$ cat src/rtl/inst_fetch_pkg.sv
// rtl/inst_fetch_pkg.sv - shared types and constants for the instruction fetch sequencer
package inst_fetch_pkg;

    localparam int DEF_PC_W   = 4;
    localparam int DEF_INST_W = 1;
    localparam int FIFO_DEPTH = 2;

    typedef enum logic [1:0] {
        FETCH = 2'd0,
        STALL = 2'd1,
        HALT  = 2'd2
    } state_t;

    typedef struct packed {
        logic [DEF_PC_W-1:0]   pc;
        logic [DEF_INST_W-1:0] inst;
    } entry_t;

endpackage

$ cat src/rtl/fetch_fifo2.sv
// rtl/fetch_fifo2.sv - two-entry synchronous FIFO with flush and full-with-pop push
module fetch_fifo2
    import inst_fetch_pkg::*;
#(
    parameter int DW = 5
) (
    input  logic          clk,
    input  logic          rst_n,
    input  logic          flush,
    input  logic          push,
    input  logic [DW-1:0] din,
    input  logic          pop,
    output logic [DW-1:0] dout,
    output logic          full,
    output logic          empty
);

    logic [DW-1:0] mem [FIFO_DEPTH];
    logic          wr_ptr;
    logic          rd_ptr;
    logic [1:0]    count;
    logic          do_push;
    logic          do_pop;

    assign full    = (count == 2'(FIFO_DEPTH));
    assign empty   = (count == 2'd0);
    assign do_pop  = pop && !empty;
    // A pop in the same cycle frees the slot the push needs, so a full FIFO still accepts.
    assign do_push = push && (!full || pop);
    assign dout    = mem[rd_ptr];

    // Storage, pointers and occupancy; flush drops contents but keeps stored words.
    always_ff @(posedge clk) begin
        if (!rst_n) begin
            for (int i = 0; i < FIFO_DEPTH; i++) begin
                mem[i] <= '0;
            end
            wr_ptr <= 1'b0;
            rd_ptr <= 1'b0;
            count  <= 2'd0;
        end else if (flush) begin
            wr_ptr <= 1'b0;
            rd_ptr <= 1'b0;
            count  <= 2'd0;
        end else begin
            if (do_push) begin
                mem[wr_ptr] <= din;
                wr_ptr      <= ~wr_ptr;
            end
            if (do_pop) begin
                rd_ptr <= ~rd_ptr;
            end
            count <= count + {1'b0, do_push} - {1'b0, do_pop};
        end
    end

endmodule

$ cat src/rtl/inst_fetch.sv
// rtl/inst_fetch.sv - PC sequencer and fetch FSM feeding a 2-entry output FIFO; INST_FETCH_END_HALT_EN enables halt at end of ROM
module inst_fetch
    import inst_fetch_pkg::*;
#(
    parameter int              PC_W     = DEF_PC_W,
    parameter int              INST_W   = DEF_INST_W,
    parameter logic [PC_W-1:0] START_PC = '0
) (
    input  logic              clk,
    input  logic              rst_n,
    input  logic              run,
    output logic [PC_W-1:0]   pc,
    input  logic [INST_W-1:0] inst,
    output logic              out_valid,
    input  logic              out_ready,
    output logic [INST_W-1:0] out_inst,
    output logic [PC_W-1:0]   out_pc,
    input  logic              redir_valid,
    input  logic [PC_W-1:0]   redir_pc,
    output logic              halted
);

    state_t     state;
    logic       fifo_full;
    logic       fifo_empty;
    logic       pop;
    logic       push;
    logic       halt_active;
    logic       at_end;

    assign out_valid   = !fifo_empty;
    assign pop         = out_valid && out_ready;
    assign halt_active = (state == HALT);
    assign at_end      = (pc == {PC_W{1'b1}});
    // Redirect suppresses the push; otherwise fetch whenever a slot exists after this cycle's pop.
    assign push        = !redir_valid && run && !halt_active && (!fifo_full || pop);

`ifdef INST_FETCH_END_HALT_EN
    assign halted = halt_active;
`else
    assign halted = 1'b0;
`endif

    fetch_fifo2 #(
        .DW (PC_W + INST_W)
    ) u_fifo (
        .clk   (clk),
        .rst_n (rst_n),
        .flush (redir_valid),
        .push  (push),
        .din   ({pc, inst}),
        .pop   (pop),
        .dout  ({out_pc, out_inst}),
        .full  (fifo_full),
        .empty (fifo_empty)
    );

    // PC register and fetch state; redirect outranks everything but reset.
    always_ff @(posedge clk) begin
        if (!rst_n) begin
            pc    <= START_PC;
            state <= FETCH;
        end else if (redir_valid) begin
            pc    <= redir_pc;
            state <= FETCH;
        end else if (push) begin
`ifdef INST_FETCH_END_HALT_EN
            if (at_end) begin
                state <= HALT;
            end else begin
                pc    <= pc + 1'b1;
                state <= FETCH;
            end
`else
            pc    <= pc + 1'b1;
            state <= at_end ? FETCH : FETCH;
`endif
        end else if (!halt_active) begin
            state <= STALL;
        end
    end

endmodule
$ cat config.mk
export PLATFORM = sky130hd
export DESIGN_NAME = inst_fetch
export DESIGN_NICKNAME = d
export VERILOG_FILES = /design/src/rtl/inst_fetch_pkg.sv /design/src/rtl/fetch_fifo2.sv /design/src/rtl/inst_fetch.sv
export SDC_FILE = /design/constraint.sdc
export NUM_CORES = 1
export LEC_CHECK = 0
export ABC_CLOCK_PERIOD_IN_PS = 1440
export CORE_MARGIN = 4
export CORE_UTILIZATION = 25
export DETAILED_ROUTE_END_ITERATION = 10
export DONT_BUFFER_PORTS = 1
export PLACE_DENSITY = 0.46
export SETUP_SLACK_MARGIN = 0.15
export SYNTH_ARGS = -nofsm -noshare
export SYNTH_HDL_FRONTEND = slang
export SYNTH_SLANG_ARGS = --single-unit
$ cat constraint.sdc
create_clock -name clk -period 1.44 [get_ports clk]
set_input_delay 0.36 -clock clk [delete_from_list [all_inputs] [get_ports clk]]
set_output_delay 0.36 -clock clk [all_outputs]
set_load 0.02 [all_outputs]
==> metrics.md <==
| Metric | Value |
|---|---|
| Post-Syn Nets | `96` |
| First-pass GRT wire length | `3.55 mm` |
| Failing checks | `setup timing` |
| Number of antenna violations at the first check in global routing | `0` |
| DP HPWL | `1.59 mm` |
| Yosys cell types | `32` |
| Reg-to-reg setup timing slack | `-60 ps` |
| DRC | `0` |
| Layout Nets | `120` |
| Clock Tree Root | `clkbuf_8` |
| Syn-to-layout area delta | `43.9%` |
| DR iter-0 viols | `7` |
| Slew Limit Fails | `0` |
| Fillers | `around 360` |
| Core area | `3470 um2` |
| Die Width | `roughly 70 um` |
| CP max FO | `4` |
| All-Layer GR Usage | `9.18%` |
| Number of global-route vias before repair | `roughly 750` |
| Outcome | `complete, but fails checks` |
| Port-buffer cells | `0` |
| Peak supply drop | `~0.00067 V` |
| Vias | `689` |
| Yosys synthesis warning count | `0` |
| Antenna Violating Nets Remaining | `0` |
| Crit. End Element | `flop` |
| FP Rows | `21` |
| Cell Area, Synth | `935 um2` |
| H-tree levels | `1` |
| Crit Path Class | `reg2reg` |
| Die Span Y | `69.1 um` |
| Register area | `roughly 490 um2` |
| Endpoints failing setup | `18` |
| Layout Utilization | `about two fifths` |
| Post-synth ARST share | `0%` |
| Flops & latches, synth | `19` |
| Largest net degree at the start of global routing | `12` |
| Post-Syn Instances | `between 80 and 90` |
| Number of buffers created by CTS | `3` |
| Clk_lat worst skew | `250 ps` |
| Via-per-instance ratio | `4.53` |
| Max cap viols | `0` |
| Top cells by count, synth | `edfxtp_1 (10), dfxtp_1 (9), and2_1 (6), inv_1 (6)` |
| Syn Area/Cell | `11.3 um2` |
| Clk pin slew, worst setup/hold paths | `70 ps` |
| Initial Utilization | `26.9%` |
| Final period util | `104%` |
| Layout cells sized above 1 | `50.9%` |
| Pwr Density | `882 nW/um2` |
| Drt total wl | `2.17 mm` |
| Placed cell area | `1080 um2` |
| Count leader, synth | `edfxtp_1` |
| Pre-antenna DRT Iters | `3` |
| WP data arrival | `1670 ps` |
| RSZ-0062 raised after global routing | `yes` |
| Post-synth top area share | `32.1%` |
| Final Wtd Congestion | `approximately 0.7` |
| Worst hold path class | `in2reg` |
| Min Tclk post-route | `1500 ps` |
| Area contributors post-synth | `edfxtp_1 (32%), dfxtp_1 (19%), mux2_2 (6.0%)` |
| Data required, critical path | `1610 ps` |
| Final hold vios | `0` |
| Part of the Yosys area used for sequential elements | `51.4%` |
| CP Launch Type | `flop` |
| Routed len/inst | `14.3 um` |
| Fin area | `roughly 1300 um2` |
| Clk_skew | `2.18 ps` |
| GRT overflow | `0` |
| EDFF count, synth | `10` |
| LEAKAGE | `0.000531 uW` |
| # diodes | `0` |
| Io pins | `21` |
| Die ar. | `roughly 4800 um2` |
| Clock tree from TritonCTS | `done` |
| Highest clock rate | `~670 MHz` |
| Top_reg_cell synth | `edfxtp_1` |
| Post-synthesis cell type with the largest combined area | `edfxtp_1` |
| Worst setup margin | `-61.0 ps` |
| CTS sink count | `19` |
| CTS Buffer Depth | `2` |
| Multi-input logic area | `between 500 and 600 um2` |
-- cell families after synthesis --
family	after synthesis	share of synthesized area, %
mux	5	6.02
simple gates	31	22.1
buf+inv	8	3.61
fa+ha+maj	3	4.02
xor+xnor	2	1.87
compound gates	14	10.6
other cells	1	0.401
flops	19	51.4
-- registers in the layout (all words and copies together) (netlist names), named ones only --
signal         cells
pc                 4
u_fifo.count       2
u_fifo.mem        10
u_fifo.rd_ptr      1
u_fifo.wr_ptr      1
-- routing by layer --
| layer | share of wire [%] | GRT usage, % |
|---|---|---|
| met4 | 0.55 | 1.95 |
| met5 | 0 | 0 |
| met1 | 42 | 10.4 |
| met2 | 50 | 15.5 |
| met3 | 7.2 | 4.65 |
-- cell type report --
type | instances | area share [%]
clock buffers | 3 | 3.07
clock inverters | 1 | 0.372
inverters | 6 | 1.67
multi-input cells | 56 | 40.7
flip-flops and latches | 19 | 36.7
well taps | 46 | 4.28
repair buffers | 21 | 13.1
-- metrics by stage --
step | power [uW] | setup TNS (ps) | hold slack, ps | instances | worst slack (ps)
3_5_place_dp | 774 | -823 | 509 | 139 | -97.9
3_3_place_gp | 773 | -584 | 501 | 139 | -57.5
4_1_cts | 1180 | -200 | 230 | 148 | -48.1
5_1_grt | 1240 | -1760 | 239 | 152 | -128
2_1_floorplan | 728 | -18.7 | 481 | 83 | -18.7
6_report | 1190 | -539 | 242 | 152 | -61.0
-- worst max-delay path, cell delays in order (launching register included) --
cell	delay, ps
dfxtp_4	350
o21a_1	220
ha_4	270
inv_2	40
ha_4	150
xor2_2	140
and2_1	140
nor3_1	110
-- repair_timing --
item / in CTS / in global routing
pin swaps: 16 / 12
setup endpoints to repair: 31 / 33
gates resized for setup: 21 / 13
buffers inserted: 5 / 4
gates cloned: 0 / 0
hold buffers: 0 / 0
-- final timing paths --
check / startpoint / to / cells past startpoint
max: u_fifo.count[0]$_SDFF_PP0_ / u_fifo.count[1]$_SDFF_PP0_ / 7
min: rst_n / pc[1]$_SDFFE_PN0P_ / 2
max reg2reg: u_fifo.count[0]$_SDFF_PP0_ / u_fifo.count[1]$_SDFF_PP0_ / 7
min reg2reg: pc[2]$_SDFFE_PN0P_ / pc[2]$_SDFFE_PN0P_ / 2
-- layout by cell type (no fill, tap or decap), types with 4 or more instances in the layout --
cell and count:
dfxtp_1 4, and4_1 5, and2_1 6, mux2_4 5
inv_1 5, buf_4 16, edfxtp_1 10, buf_6 5
-- report_power, final --
group	switching [uW]	internal, uW	total (uW)
Clock	175	192	367
Combinational	103	102	205
Sequential	18.9	594	613
No activity file was read; power rests on OpenSTA's default activity.
